--- src/rtl/mesi_isc_mon_pkg.sv ---
// MESI ISC bus monitor: command encodings, error codes and per-core states.
// Shared by mesi_isc_mon_core and mesi_isc_bus_monitor.
package mesi_isc_mon_pkg;

    localparam int MBUS_NOP      = 0;
    localparam int MBUS_WR       = 1;
    localparam int MBUS_RD       = 2;
    localparam int MBUS_WR_BROAD = 3;
    localparam int MBUS_RD_BROAD = 4;

    localparam int CBUS_NOP      = 0;
    localparam int CBUS_WR_SNOOP = 1;
    localparam int CBUS_RD_SNOOP = 2;
    localparam int CBUS_EN_WR    = 3;
    localparam int CBUS_EN_RD    = 4;

    localparam int N_ERR_CODES = 7;

    typedef enum logic [2:0] {
        ERR_NONE        = 3'd0,
        ERR_ILL_MBUS    = 3'd1,
        ERR_ILL_CBUS    = 3'd2,
        ERR_ACK_STUCK   = 3'd3,
        ERR_WR_CONFLICT = 3'd4,
        ERR_TIMEOUT     = 3'd5,
        ERR_SPURIOUS_EN = 3'd6
    } err_code_e;

    typedef enum logic [1:0] {
        ST_IDLE     = 2'd0,
        ST_WAIT_ACK = 2'd1,
        ST_WAIT_EN  = 2'd2
    } core_state_e;

endpackage

--- src/rtl/mesi_isc_mon_core.sv ---
// Per-core broadcast tracker and local error detection.
// MESI_ISC_MON_TIMEOUT_EN adds a per-core request timeout counter.
module mesi_isc_mon_core
    import mesi_isc_mon_pkg::*;
#(
    parameter int MBUS_CMD_WIDTH = 3,
    parameter int CBUS_CMD_WIDTH = 3,
    parameter int TIMEOUT_CYCLES = 64
) (
    input  logic                      clk,
    input  logic                      rst,
    input  logic [MBUS_CMD_WIDTH-1:0] mbus_cmd_i,
    input  logic                      mbus_ack_i,
    input  logic [CBUS_CMD_WIDTH-1:0] cbus_cmd_i,
    output logic                      pending_o,
    output logic [N_ERR_CODES-1:0]    err_o
);

    localparam logic [MBUS_CMD_WIDTH-1:0] M_WRB = MBUS_CMD_WIDTH'(MBUS_WR_BROAD);
    localparam logic [MBUS_CMD_WIDTH-1:0] M_RDB = MBUS_CMD_WIDTH'(MBUS_RD_BROAD);
    localparam logic [CBUS_CMD_WIDTH-1:0] C_ENW = CBUS_CMD_WIDTH'(CBUS_EN_WR);
    localparam logic [CBUS_CMD_WIDTH-1:0] C_ENR = CBUS_CMD_WIDTH'(CBUS_EN_RD);

    core_state_e state_q, state_d;
    logic        is_wr_q, is_wr_d;
    logic        ack_q;
    logic        bcast, en_wr, en_rd, en_any, en_match;
    logic        ill_mbus, ill_cbus, ack_stuck;
    logic        spurious, timeout;

    assign bcast     = (mbus_cmd_i == M_WRB) || (mbus_cmd_i == M_RDB);
    assign en_wr     = (cbus_cmd_i == C_ENW);
    assign en_rd     = (cbus_cmd_i == C_ENR);
    assign en_any    = en_wr || en_rd;
    assign en_match  = is_wr_q ? en_wr : en_rd;
    assign ill_mbus  = (mbus_cmd_i > M_RDB);
    assign ill_cbus  = (cbus_cmd_i > C_ENR);
    assign ack_stuck = mbus_ack_i && ack_q;

`ifdef MESI_ISC_MON_TIMEOUT_EN
    localparam int CNT_W = $clog2(TIMEOUT_CYCLES + 1);
    logic [CNT_W-1:0] cnt_q, cnt_d, cnt_inc;
    assign cnt_inc = cnt_q + CNT_W'(1);
`endif

    always_comb begin
        state_d  = state_q;
        is_wr_d  = is_wr_q;
        spurious = 1'b0;
        timeout  = 1'b0;
        unique case (state_q)
            ST_IDLE: begin
                if (en_any) begin
                    spurious = 1'b1;
                end else if (bcast) begin
                    is_wr_d = (mbus_cmd_i == M_WRB);
                    state_d = mbus_ack_i ? ST_WAIT_EN : ST_WAIT_ACK;
                end
            end
            ST_WAIT_ACK: begin
                if (en_any) begin
                    spurious = 1'b1;
                    state_d  = ST_IDLE;
                end else if (mbus_ack_i) begin
                    state_d = ST_WAIT_EN;
                end
            end
            ST_WAIT_EN: begin
                if (en_any) begin
                    spurious = !en_match;
                    state_d  = ST_IDLE;
                end
            end
            default: state_d = ST_IDLE;
        endcase
`ifdef MESI_ISC_MON_TIMEOUT_EN
        // A request that completes in its final allowed cycle is not a timeout.
        if (state_q != ST_IDLE && state_d != ST_IDLE &&
            cnt_inc == CNT_W'(TIMEOUT_CYCLES)) begin
            timeout = 1'b1;
            state_d = ST_IDLE;
        end
        if (state_q == ST_IDLE || state_d == ST_IDLE) begin
            cnt_d = '0;
        end else begin
            cnt_d = cnt_inc;
        end
`endif
    end

    always_ff @(posedge clk) begin
        if (rst) begin
            state_q <= ST_IDLE;
            is_wr_q <= 1'b0;
            ack_q   <= 1'b0;
        end else begin
            state_q <= state_d;
            is_wr_q <= is_wr_d;
            ack_q   <= mbus_ack_i;
        end
    end

`ifdef MESI_ISC_MON_TIMEOUT_EN
    always_ff @(posedge clk) begin
        if (rst) begin
            cnt_q <= '0;
        end else begin
            cnt_q <= cnt_d;
        end
    end
`endif

    assign pending_o = (state_q != ST_IDLE);
    assign err_o     = {spurious, timeout, 1'b0, ack_stuck,
                        ill_cbus, ill_mbus, 1'b0};

endmodule

--- src/rtl/mesi_isc_bus_monitor.sv ---
// MESI ISC bus protocol monitor: write-conflict check, error priority, sticky state.
// MESI_ISC_MON_TIMEOUT_EN enables per-core broadcast timeouts.
module mesi_isc_bus_monitor
    import mesi_isc_mon_pkg::*;
#(
    parameter int N_CORES        = 4,
    parameter int ADDR_WIDTH     = 32,
    parameter int MBUS_CMD_WIDTH = 3,
    parameter int CBUS_CMD_WIDTH = 3,
    parameter int TIMEOUT_CYCLES = 64
) (
    input  logic                               clk,
    input  logic                               rst,
    input  logic [N_CORES*MBUS_CMD_WIDTH-1:0]  mbus_cmd_i,
    input  logic [N_CORES*ADDR_WIDTH-1:0]      mbus_addr_i,
    input  logic [N_CORES-1:0]                 mbus_ack_i,
    input  logic [N_CORES*CBUS_CMD_WIDTH-1:0]  cbus_cmd_i,
    input  logic [N_CORES-1:0]                 cbus_ack_i,
    input  logic                               clear_i,
    output logic                               err_valid_o,
    output logic [2:0]                         err_code_o,
    output logic [2:0]                         err_core_o,
    output logic [2:0]                         err_first_code_o,
    output logic [7:0]                         err_count_o,
    output logic [N_CORES-1:0]                 pending_o
);

    localparam int MW = MBUS_CMD_WIDTH;
    localparam int CW = CBUS_CMD_WIDTH;
    localparam int AW = ADDR_WIDTH;
    localparam logic [MW-1:0] M_WR = MW'(MBUS_WR);

    logic [N_ERR_CODES-1:0] core_err [N_CORES];
    logic [N_ERR_CODES-1:0] err_all  [N_CORES];
    logic [N_CORES-1:0]     conflict;

    logic       found;
    err_code_e  code_sel;
    logic [2:0] core_sel;

    logic       err_valid_q;
    err_code_e  err_code_q;
    logic [2:0] err_core_q;
    err_code_e  first_q, first_d;
    logic [7:0] count_q, count_d;

    for (genvar k = 0; k < N_CORES; k++) begin : g_core
        mesi_isc_mon_core #(
            .MBUS_CMD_WIDTH(MW),
            .CBUS_CMD_WIDTH(CW),
            .TIMEOUT_CYCLES(TIMEOUT_CYCLES)
        ) u_core (
            .clk       (clk),
            .rst       (rst),
            .mbus_cmd_i(mbus_cmd_i[k*MW +: MW]),
            .mbus_ack_i(mbus_ack_i[k]),
            .cbus_cmd_i(cbus_cmd_i[k*CW +: CW]),
            .pending_o (pending_o[k]),
            .err_o     (core_err[k])
        );
    end

    // Conflicts are charged to the higher-indexed core of each matching pair.
    always_comb begin
        conflict = '0;
        for (int j = 1; j < N_CORES; j++) begin
            for (int i = 0; i < j; i++) begin
                if (mbus_cmd_i[j*MW +: MW] == M_WR &&
                    mbus_cmd_i[i*MW +: MW] == M_WR &&
                    mbus_addr_i[j*AW +: AW] == mbus_addr_i[i*AW +: AW]) begin
                    conflict[j] = 1'b1;
                end
            end
        end
    end

    always_comb begin
        for (int k = 0; k < N_CORES; k++) begin
            err_all[k] = core_err[k];
            err_all[k][ERR_WR_CONFLICT] = conflict[k];
        end
    end

    always_comb begin
        found    = 1'b0;
        code_sel = ERR_NONE;
        core_sel = '0;
        for (int k = 0; k < N_CORES; k++) begin
            for (int c = 1; c < N_ERR_CODES; c++) begin
                if (!found && err_all[k][c]) begin
                    found    = 1'b1;
                    code_sel = err_code_e'(3'(c));
                    core_sel = 3'(k);
                end
            end
        end
    end

    // A clear and an error in the same cycle restart the sticky state from that error.
    always_comb begin
        first_d = first_q;
        count_d = count_q;
        if (clear_i) begin
            first_d = ERR_NONE;
            count_d = '0;
        end
        if (found) begin
            if (count_d != 8'hFF) begin
                count_d = count_d + 8'd1;
            end
            if (first_d == ERR_NONE) begin
                first_d = code_sel;
            end
        end
    end

    always_ff @(posedge clk) begin
        if (rst) begin
            err_valid_q <= 1'b0;
            err_code_q  <= ERR_NONE;
            err_core_q  <= '0;
            first_q     <= ERR_NONE;
            count_q     <= '0;
        end else begin
            err_valid_q <= found;
            err_code_q  <= code_sel;
            err_core_q  <= core_sel;
            first_q     <= first_d;
            count_q     <= count_d;
        end
    end

    assign err_valid_o      = err_valid_q;
    assign err_code_o       = err_code_q;
    assign err_core_o       = err_core_q;
    assign err_first_code_o = first_q;
    assign err_count_o      = count_q;

    logic unused_cbus_ack;
    assign unused_cbus_ack = ^cbus_ack_i;

endmodule

--- config.mk ---
export PLATFORM = sky130hd
export DESIGN_NAME = mesi_isc_bus_monitor
export DESIGN_NICKNAME = d
export VERILOG_FILES = /design/src/rtl/mesi_isc_mon_pkg.sv /design/src/rtl/mesi_isc_mon_core.sv /design/src/rtl/mesi_isc_bus_monitor.sv
export SDC_FILE = /design/constraint.sdc
export NUM_CORES = 1
export LEC_CHECK = 0
export CORE_MARGIN = 2
export CORE_UTILIZATION = 50
export CTS_BUF_LIST = sky130_fd_sc_hd__clkbuf_4 sky130_fd_sc_hd__clkbuf_8
export DETAILED_ROUTE_END_ITERATION = 10
export DONT_BUFFER_PORTS = 1
export PLACE_DENSITY = 0.72
export SYNTH_ARGS = -nofsm -noshare
export SYNTH_HDL_FRONTEND = slang
export SYNTH_SLANG_ARGS = --single-unit
--- constraint.sdc ---
create_clock -name clk -period 3.6 [get_ports clk]
set_clock_uncertainty 0.1 [all_clocks]
set_input_delay 0.54 -clock clk [delete_from_list [all_inputs] [get_ports clk]]
set_output_delay 0.54 -clock clk [all_outputs]
set_load 0.02 [all_outputs]
**Word level (Yosys, flattened, before mapping)**

Cells that the tools add are included.

- Register bits after elaboration: 34
- Input port bits: 163
- Output and inout bits: 22
- Logic and storage cells: 277

- Add/sub/neg operators: 1
- Order comparisons: 8
- Equal/unequal tests: 51
- Muxes and demuxes: 109
- Bitwise operators: 4
- Reductions and logical operators: 86

Operators with widths:

| cell | count |
|---|---|
| equality test 32 bit | 6 |
| 2-to-1 mux 2 bit | 38 |
| 2-to-1 mux 3 bit | 21 |
| 2-to-1 mux 1 bit | 39 |
| logical AND 1 bit | 34 |
| equality test 3 x 2 -> 1 bit, second input constant | 8 |
| equality test 3 bit, second input constant | 8 |
| > comparator 3 bit, second input constant | 8 |
| 2-to-1 mux 8 bit | 3 |
| case mux 2 bit (3 select lines) | 4 |
| logical NOT 1 bit | 22 |
| inequality test 2 x 1 -> 1 bit, second input constant | 8 |
| AND reduction 4 bit | 4 |
| OR reduction 15 bit | 1 |
| equality test 3 x 1 -> 1 bit, second input constant | 4 |
| inequality test 3 x 2 -> 1 bit, second input constant | 4 |
| AND reduction 3 bit | 4 |
| adder 8 x 1 -> 8 bit, second input constant | 1 |
| equality test 2 x 1 -> 1 bit, second input constant | 4 |
| equality test 2 bit, second input constant | 4 |
| logical NOT 2 bit | 4 |
| logical OR 1 bit | 8 |
| inequality test 2 bit, second input constant | 4 |
| inequality test 8 bit, second input constant | 1 |
| other kinds (5) | 17 |

**Longest topological paths before layout**

- Word-level depth: 58
- Mapped depth: 10
- Mapped depth without buffers: 8

**Hierarchy**

Synthesis repeated with hierarchy kept, for this count alone.

- Cell total of the unflattened synthesis: 622
- Area total of the unflattened synthesis: 4847.1 µm²

Modules (own cells, without submodules):

| module | times used | cells each | area each (µm²) | seq. area each (µm²) |
|---|---|---|---|---|
| mesi_isc_bus_monitor | 1 | 466 | 3611.0 | 340.3 |
| mesi_isc_mon_core | 4 | 39 | 309.0 | 80.1 |

**Worst setup path before layout**

Ideal clock, no wire load.

- Path type: in2reg
- Start: in cbus_cmd_i[3]
- End: reg count_q[2], in the netlist err_count_o[2]
- Setup time: 67 ps
- Arrival: 2867 ps
- Required time: 3433 ps
- Slack: 566 ps
- Cell stages on the path: 8
- Path buffers: 1
- Cells stage by stage: o21ai_0 > nand3_1 > or3_1 > or4b_4 > or4_4 > buf_6 > a311o_1 > a21oi_2

- Longest elaborated chain between the ends: 43
- Elaborated cells on any way between the ends: 51
- Classes of those cells: 1 x order compare; 2 x eq/ne; 19 x mux; 29 x reduce/logical

Ends and longest elaborated chain:

| what | line | source |
|---|---|---|
| start: declaration | mesi_isc_bus_monitor.sv:17 | `input logic [N_CORES*CBUS_CMD_WIDTH-1:0] cbus_cmd_i,` |
| > comparator 3 bit | mesi_isc_mon_core.sv:37 | `assign ill_cbus = (cbus_cmd_i > C_ENR);` |
| logical AND 1 bit | mesi_isc_bus_monitor.sv:90 | `if (!found && err_all[k][c]) begin` |
| 2-to-1 mux 1 bit | mesi_isc_bus_monitor.sv:90 |  |
| logical NOT 1 bit | mesi_isc_bus_monitor.sv:90 |  |
| logical AND 1 bit | mesi_isc_bus_monitor.sv:90 |  |
| 2-to-1 mux 1 bit | mesi_isc_bus_monitor.sv:90 |  |
| logical NOT 1 bit | mesi_isc_bus_monitor.sv:90 |  |
| logical AND 1 bit | mesi_isc_bus_monitor.sv:90 |  |
| [... 27 more ...] | -- |  |
| 2-to-1 mux 1 bit (*) | mesi_isc_bus_monitor.sv:90 |  |
| logical NOT 1 bit | mesi_isc_bus_monitor.sv:90 |  |
| logical AND 1 bit | mesi_isc_bus_monitor.sv:90 |  |
| 2-to-1 mux 1 bit (*) | mesi_isc_bus_monitor.sv:90 |  |
| logical NOT 1 bit | mesi_isc_bus_monitor.sv:90 |  |
| logical AND 1 bit | mesi_isc_bus_monitor.sv:90 |  |
| 2-to-1 mux 1 bit (*) | mesi_isc_bus_monitor.sv:90 |  |
| 2-to-1 mux 8 bit (*) | mesi_isc_bus_monitor.sv:107 | `if (found) begin` |
| end signal: assignment | mesi_isc_bus_monitor.sv:129 | `count_q <= count_d;` |
| end: declaration | mesi_isc_bus_monitor.sv:45 | `logic [7:0] count_q, count_d;` |

Mark *: on every way between the ends. The rest lies on a longest branch, timed or not.
A chain may end at the register's enable or synchronous reset.

**Worst setup path in the final report**

- Start: in mbus_cmd_i[4]
- End: reg count_q[4], in the netlist err_count_o[4]

- Longest elaborated chain between the ends: 46
- Elaborated cells on any way between the ends: 57
- Classes of those cells: 1 x order compare; 1 x eq/ne; 20 x mux; 35 x reduce/logical

Ends and longest elaborated chain:

| what | line | source |
|---|---|---|
| start: declaration | mesi_isc_bus_monitor.sv:14 | `input logic [N_CORES*MBUS_CMD_WIDTH-1:0] mbus_cmd_i,` |
| > comparator 3 bit | mesi_isc_mon_core.sv:36 | `assign ill_mbus = (mbus_cmd_i > M_RDB);` |
| logical AND 1 bit | mesi_isc_bus_monitor.sv:90 |  |
| 2-to-1 mux 1 bit | mesi_isc_bus_monitor.sv:90 |  |
| logical NOT 1 bit | mesi_isc_bus_monitor.sv:90 |  |
| logical AND 1 bit | mesi_isc_bus_monitor.sv:90 |  |
| 2-to-1 mux 1 bit | mesi_isc_bus_monitor.sv:90 |  |
| logical NOT 1 bit | mesi_isc_bus_monitor.sv:90 |  |
| logical AND 1 bit | mesi_isc_bus_monitor.sv:90 |  |
| [... 30 more ...] | -- |  |
| 2-to-1 mux 1 bit | mesi_isc_bus_monitor.sv:90 |  |
| logical NOT 1 bit | mesi_isc_bus_monitor.sv:90 |  |
| logical AND 1 bit | mesi_isc_bus_monitor.sv:90 |  |
| 2-to-1 mux 1 bit (*) | mesi_isc_bus_monitor.sv:90 |  |
| logical NOT 1 bit | mesi_isc_bus_monitor.sv:90 |  |
| logical AND 1 bit | mesi_isc_bus_monitor.sv:90 |  |
| 2-to-1 mux 1 bit (*) | mesi_isc_bus_monitor.sv:90 |  |
| 2-to-1 mux 8 bit (*) | mesi_isc_bus_monitor.sv:107 |  |

Marked as above.

==> summary.md <==
| Metric | Value |
|---|---|
| GR Overflow Total | `0` |
| CTS Hold Bufs | `0` |
| Sequential fraction of the synthesis area | `0.149` |
| FMAX | `319 MHz` |
| Number of core rows | `34` |
| Distinct cells, synth | `62` |
| Post-layout power | `1130 uW` |
| Synth Register Bits | `33` |
| Period utilization | `0.871` |
| Required @ worst endpoint | `3.65 ns` |
| Max incr delay on CP | `0.63 ns` |
| CTS tree | `done` |
| Largest area contributor in the netlist | `xnor2_1` |
| Post-route DRC | `0` |
| Max VDD drop | `0.114 mV` |
| Crit. End Element | `flip-flop` |
| Slew HR | `0.503` |
| Core Region | `~8600 um^2` |
| Syn_nets | `735` |
| Startpoint types | `input pin` |
| Final net count | `733` |
| Die span in y | `98.0 um` |
| Net switching power | `411 uW` |
| Cells after Synth | `571` |
| Antenna Violating Nets Remaining | `0` |
| Vias in the first global route | `4521` |
| R2R Path Start | `g_core[0].u_core.is_wr_q` |
| HP Start | `rst` |
| Hold/Removal Path Class | `input pin to flip-flop` |
| CP arrival | `3.19 ns` |
| Vias per cell | `roughly 6.6` |
| Status | `complete, no violations` |
| WHS | `between 0.2 and 0.25 ns` |
| Slew @ Worst Pin | `0.739 ns` |
| Avg WL per Cell | `22.8 um` |
| Die X | `98.0 um` |
| Top delay family on crit path | `simple AND/OR/NAND/NOR gates` |
| Tmin final | `between 3 and 4 ns` |
| Gp weighted congestion | `about 1.0` |
| Post-Synthesis Cell Area | `4420 um^2` |
| Sequential share of power | `0.366` |
| Setup TNS | `0 ns` |
| RSZ-0062 raised after global routing | `no` |
| MaxCap Viol Count | `0` |
| GR Util All Layers | `0.312` |
| Sw Ratio | `0.363` |
| Worst Path Max Fanout | `8` |
| Via count | `4452` |
| IO Count | `185` |
| Share of cells above drive strength 1 | `0.0404` |
| Cell leakage power | `0.00151 uW` |
| Clk buf depth | `2` |
| Post-Syn Area per Cell | `7.74 um^2` |
| Share of total power in the clock network | `0.245` |
| First-pass GRT wire length | `23.5 mm` |
| Wirelength, routed | `15.5 mm` |
| Initial antenna violation count | `0` |
| Synth warnings | `0` |
| Starting Density | `0.512` |
| Hold endpoint | `g_core[0].u_core.is_wr_q` |
| Clk root buf | `clkbuf_8` |
| Clock-pin slew on the worst setup and hold paths | `0.07 ns` |
| Yosys top cell area share | `0.208` |
| Largest cells by area after synthesis | `xnor2_1 (21%), xor2_1 (17%), dfxtp_1 (15%)` |
| Total count of hold-check failures in the final report | `0` |
| Synthesis-to-finish area growth | `3.82%` |
| CTS Buf Count | `5` |
| Die area | `9610 um^2` |
| CTS sink cnt | `33` |
| Number of diodes | `0` |
| Pint | `720 uW` |
| Detail Placement HPWL | `about 13 mm` |
| Fin. max-slew vios | `0` |
| PwrDens | `246 nW/um^2` |
| Reg2reg path depth | `8` |
| Crit-path cells | `nor3b_1, buf_4, nand4_1, or4_1, nor4_1, or3_1, nor4_2, o311ai_0, o41ai_1` |
| R2R Setup Slk | `0.64 ns` |
| FILL cells | `between 800 and 900` |
| Largest net degree at the start of global routing | `35` |
| Combinational Power Share | `0.390` |
| Hold path depth | `1` |
| Max stage delay cell, worst path | `or4_1` |
| First-pass DRT Iterations | `5` |
| RR Endpoint | `err_count_o[7]` |
| Synth Flop Type | `dfxtp_1` |
| Initial DRC Count | `207` |
| Port buffer count | `0` |
| CTS resizes | `0` |
| Post-Route Utilization | `0.531` |
| Number of synthesized flops with an enable pin | `0` |
| CTS H-tree depth | `2` |
| Final Setup Violations | `0` |
| Worst-Skew Late Latency | `0.29 ns` |
| Post-CTS setup repair buffer count | `0` |
| Worst path buffer plus inverter count | `1` |
| Ys async rst share | `0` |
| Crit path kind | `input pin to flip-flop` |
==> layer usage <==
metal | part of all wire | GRT usage | vias to the layer above
met1 | 0.37 | 0.333 | 2097
met5 | 0 | 0 | -
li1 | - | - | 2076
met2 | 0.49 | 0.561 | 229
met3 | 0.086 | 0.0802 | 50
met4 | 0.054 | 0.166 | 0
==> cell families after synthesis <==
| kind of cell | after synthesis | synth area share |
|---|---|---|
| other cells | 1 | 0.000849 |
| buf+inv | 21 | 0.0238 |
| flops | 33 | 0.149 |
| simple gates | 238 | 0.315 |
| compound gates | 82 | 0.121 |
| fa+ha+maj | 1 | 0.00283 |
| mux | 2 | 0.00453 |
| xor+xnor | 193 | 0.383 |
==> per-stage QoR <==
| stage | setup slack [ns] | instance area, um^2 | cells |
|---|---|---|---|
| final | 0.465 | 4590 | 678 |
| after global placement | 0.319 | 4500 | 670 |
| after CTS | 0.567 | 4590 | 678 |
| after global routing | 0.408 | 4590 | 678 |
| after floorplan | 0.566 | 4420 | 571 |
| after detailed placement | 0.275 | 4500 | 670 |
==> worst max-delay path by stage <==
stage	startpoint	depth (start not counted)	end	slack, ns
2_1_floorplan	cbus_cmd_i[3]	8	err_count_o[2]	0.57
3_3_place_gp	mbus_cmd_i[4]	9	err_count_o[4]	0.32
3_5_place_dp	mbus_cmd_i[4]	9	err_count_o[4]	0.27
4_1_cts	mbus_cmd_i[4]	9	err_count_o[4]	0.57
5_1_grt	mbus_cmd_i[4]	9	err_count_o[4]	0.41
6_report	mbus_cmd_i[4]	9	err_count_o[4]	0.47
==> layout make-up <==
cell class	instances	area [um^2]	area share
Clock buffer	5	68.8	0.0150
Inverter	10	37.5	0.00818
Multi-Input combinational cell	517	3650	0.796
Timing Repair Buffer	2	15.0	0.00327
Tap cell	108	135	0.0295
Sequential cell	33	661	0.144
Clock inverter	3	17.5	0.00382
==> state kept, by name, indices dropped and copies added, names as in the netlist <==
signal                 cells
err_count_o                8
g_core.u_core.is_wr_q      4
err_core_o                 2
g_core.u_core.ack_q        4
err_valid_o                1
err_first_code_o           3
err_code_o                 3
g_core.u_core.state_q      8
==> Yosys cell counts (all sizes together), types with 3 or more instances <==
cell type  count
inv           10
and2           3
nand4         33
dfxtp         33
or4            7
clkbuf         3
and3           6
nand3         17
nor2          27
or3b           3
nor3b          6
nor2b         13
o21ai         21
a211oi         3
a21o           3
or2            4
nor4          37
nor4b          8
nand2         29
buf            8
a31oi          7
nor3          19
nand2b         8
xnor2        105
a21oi         20
xor2          88
nand3b         3
o31ai          4
or3            7
==> power by group through the flow <==
stage	combinational (uW)	sequential, uW	clock (uW)
after global routing	472	416	294
after global placement	429	421	0
after floorplan	333	417	0
after detailed placement	429	422	0
after CTS	433	413	282
final	440	414	276
==> worst register-to-register path, cell delays in order (launching register included) <==
cell and delay, ns:
dfxtp_1 0.34, and2_1 0.14, a2bb2oi_1 0.15, o22ai_1 0.15, or3_1 0.42, or4b_4 0.60
nor4_2 0.58, nor3_1 0.14, a211oi_1 0.26
==> placed cells by master (no fill, tap or decap), types with 7 or more instances in the layout <==
cell type / count
a21oi_1: 19
o21ai_0: 21
nor4b_1: 8
nand3_1: 17
or3_1: 7
a31oi_1: 7
nor4_1: 36
nand4_1: 33
nor3_1: 19
inv_1: 10
xnor2_1: 105
dfxtp_1: 33
nor2_1: 27
nor2b_1: 13
nand2b_1: 8
xor2_1: 88
nand2_1: 29
Power figures use the tool's default switching activity.
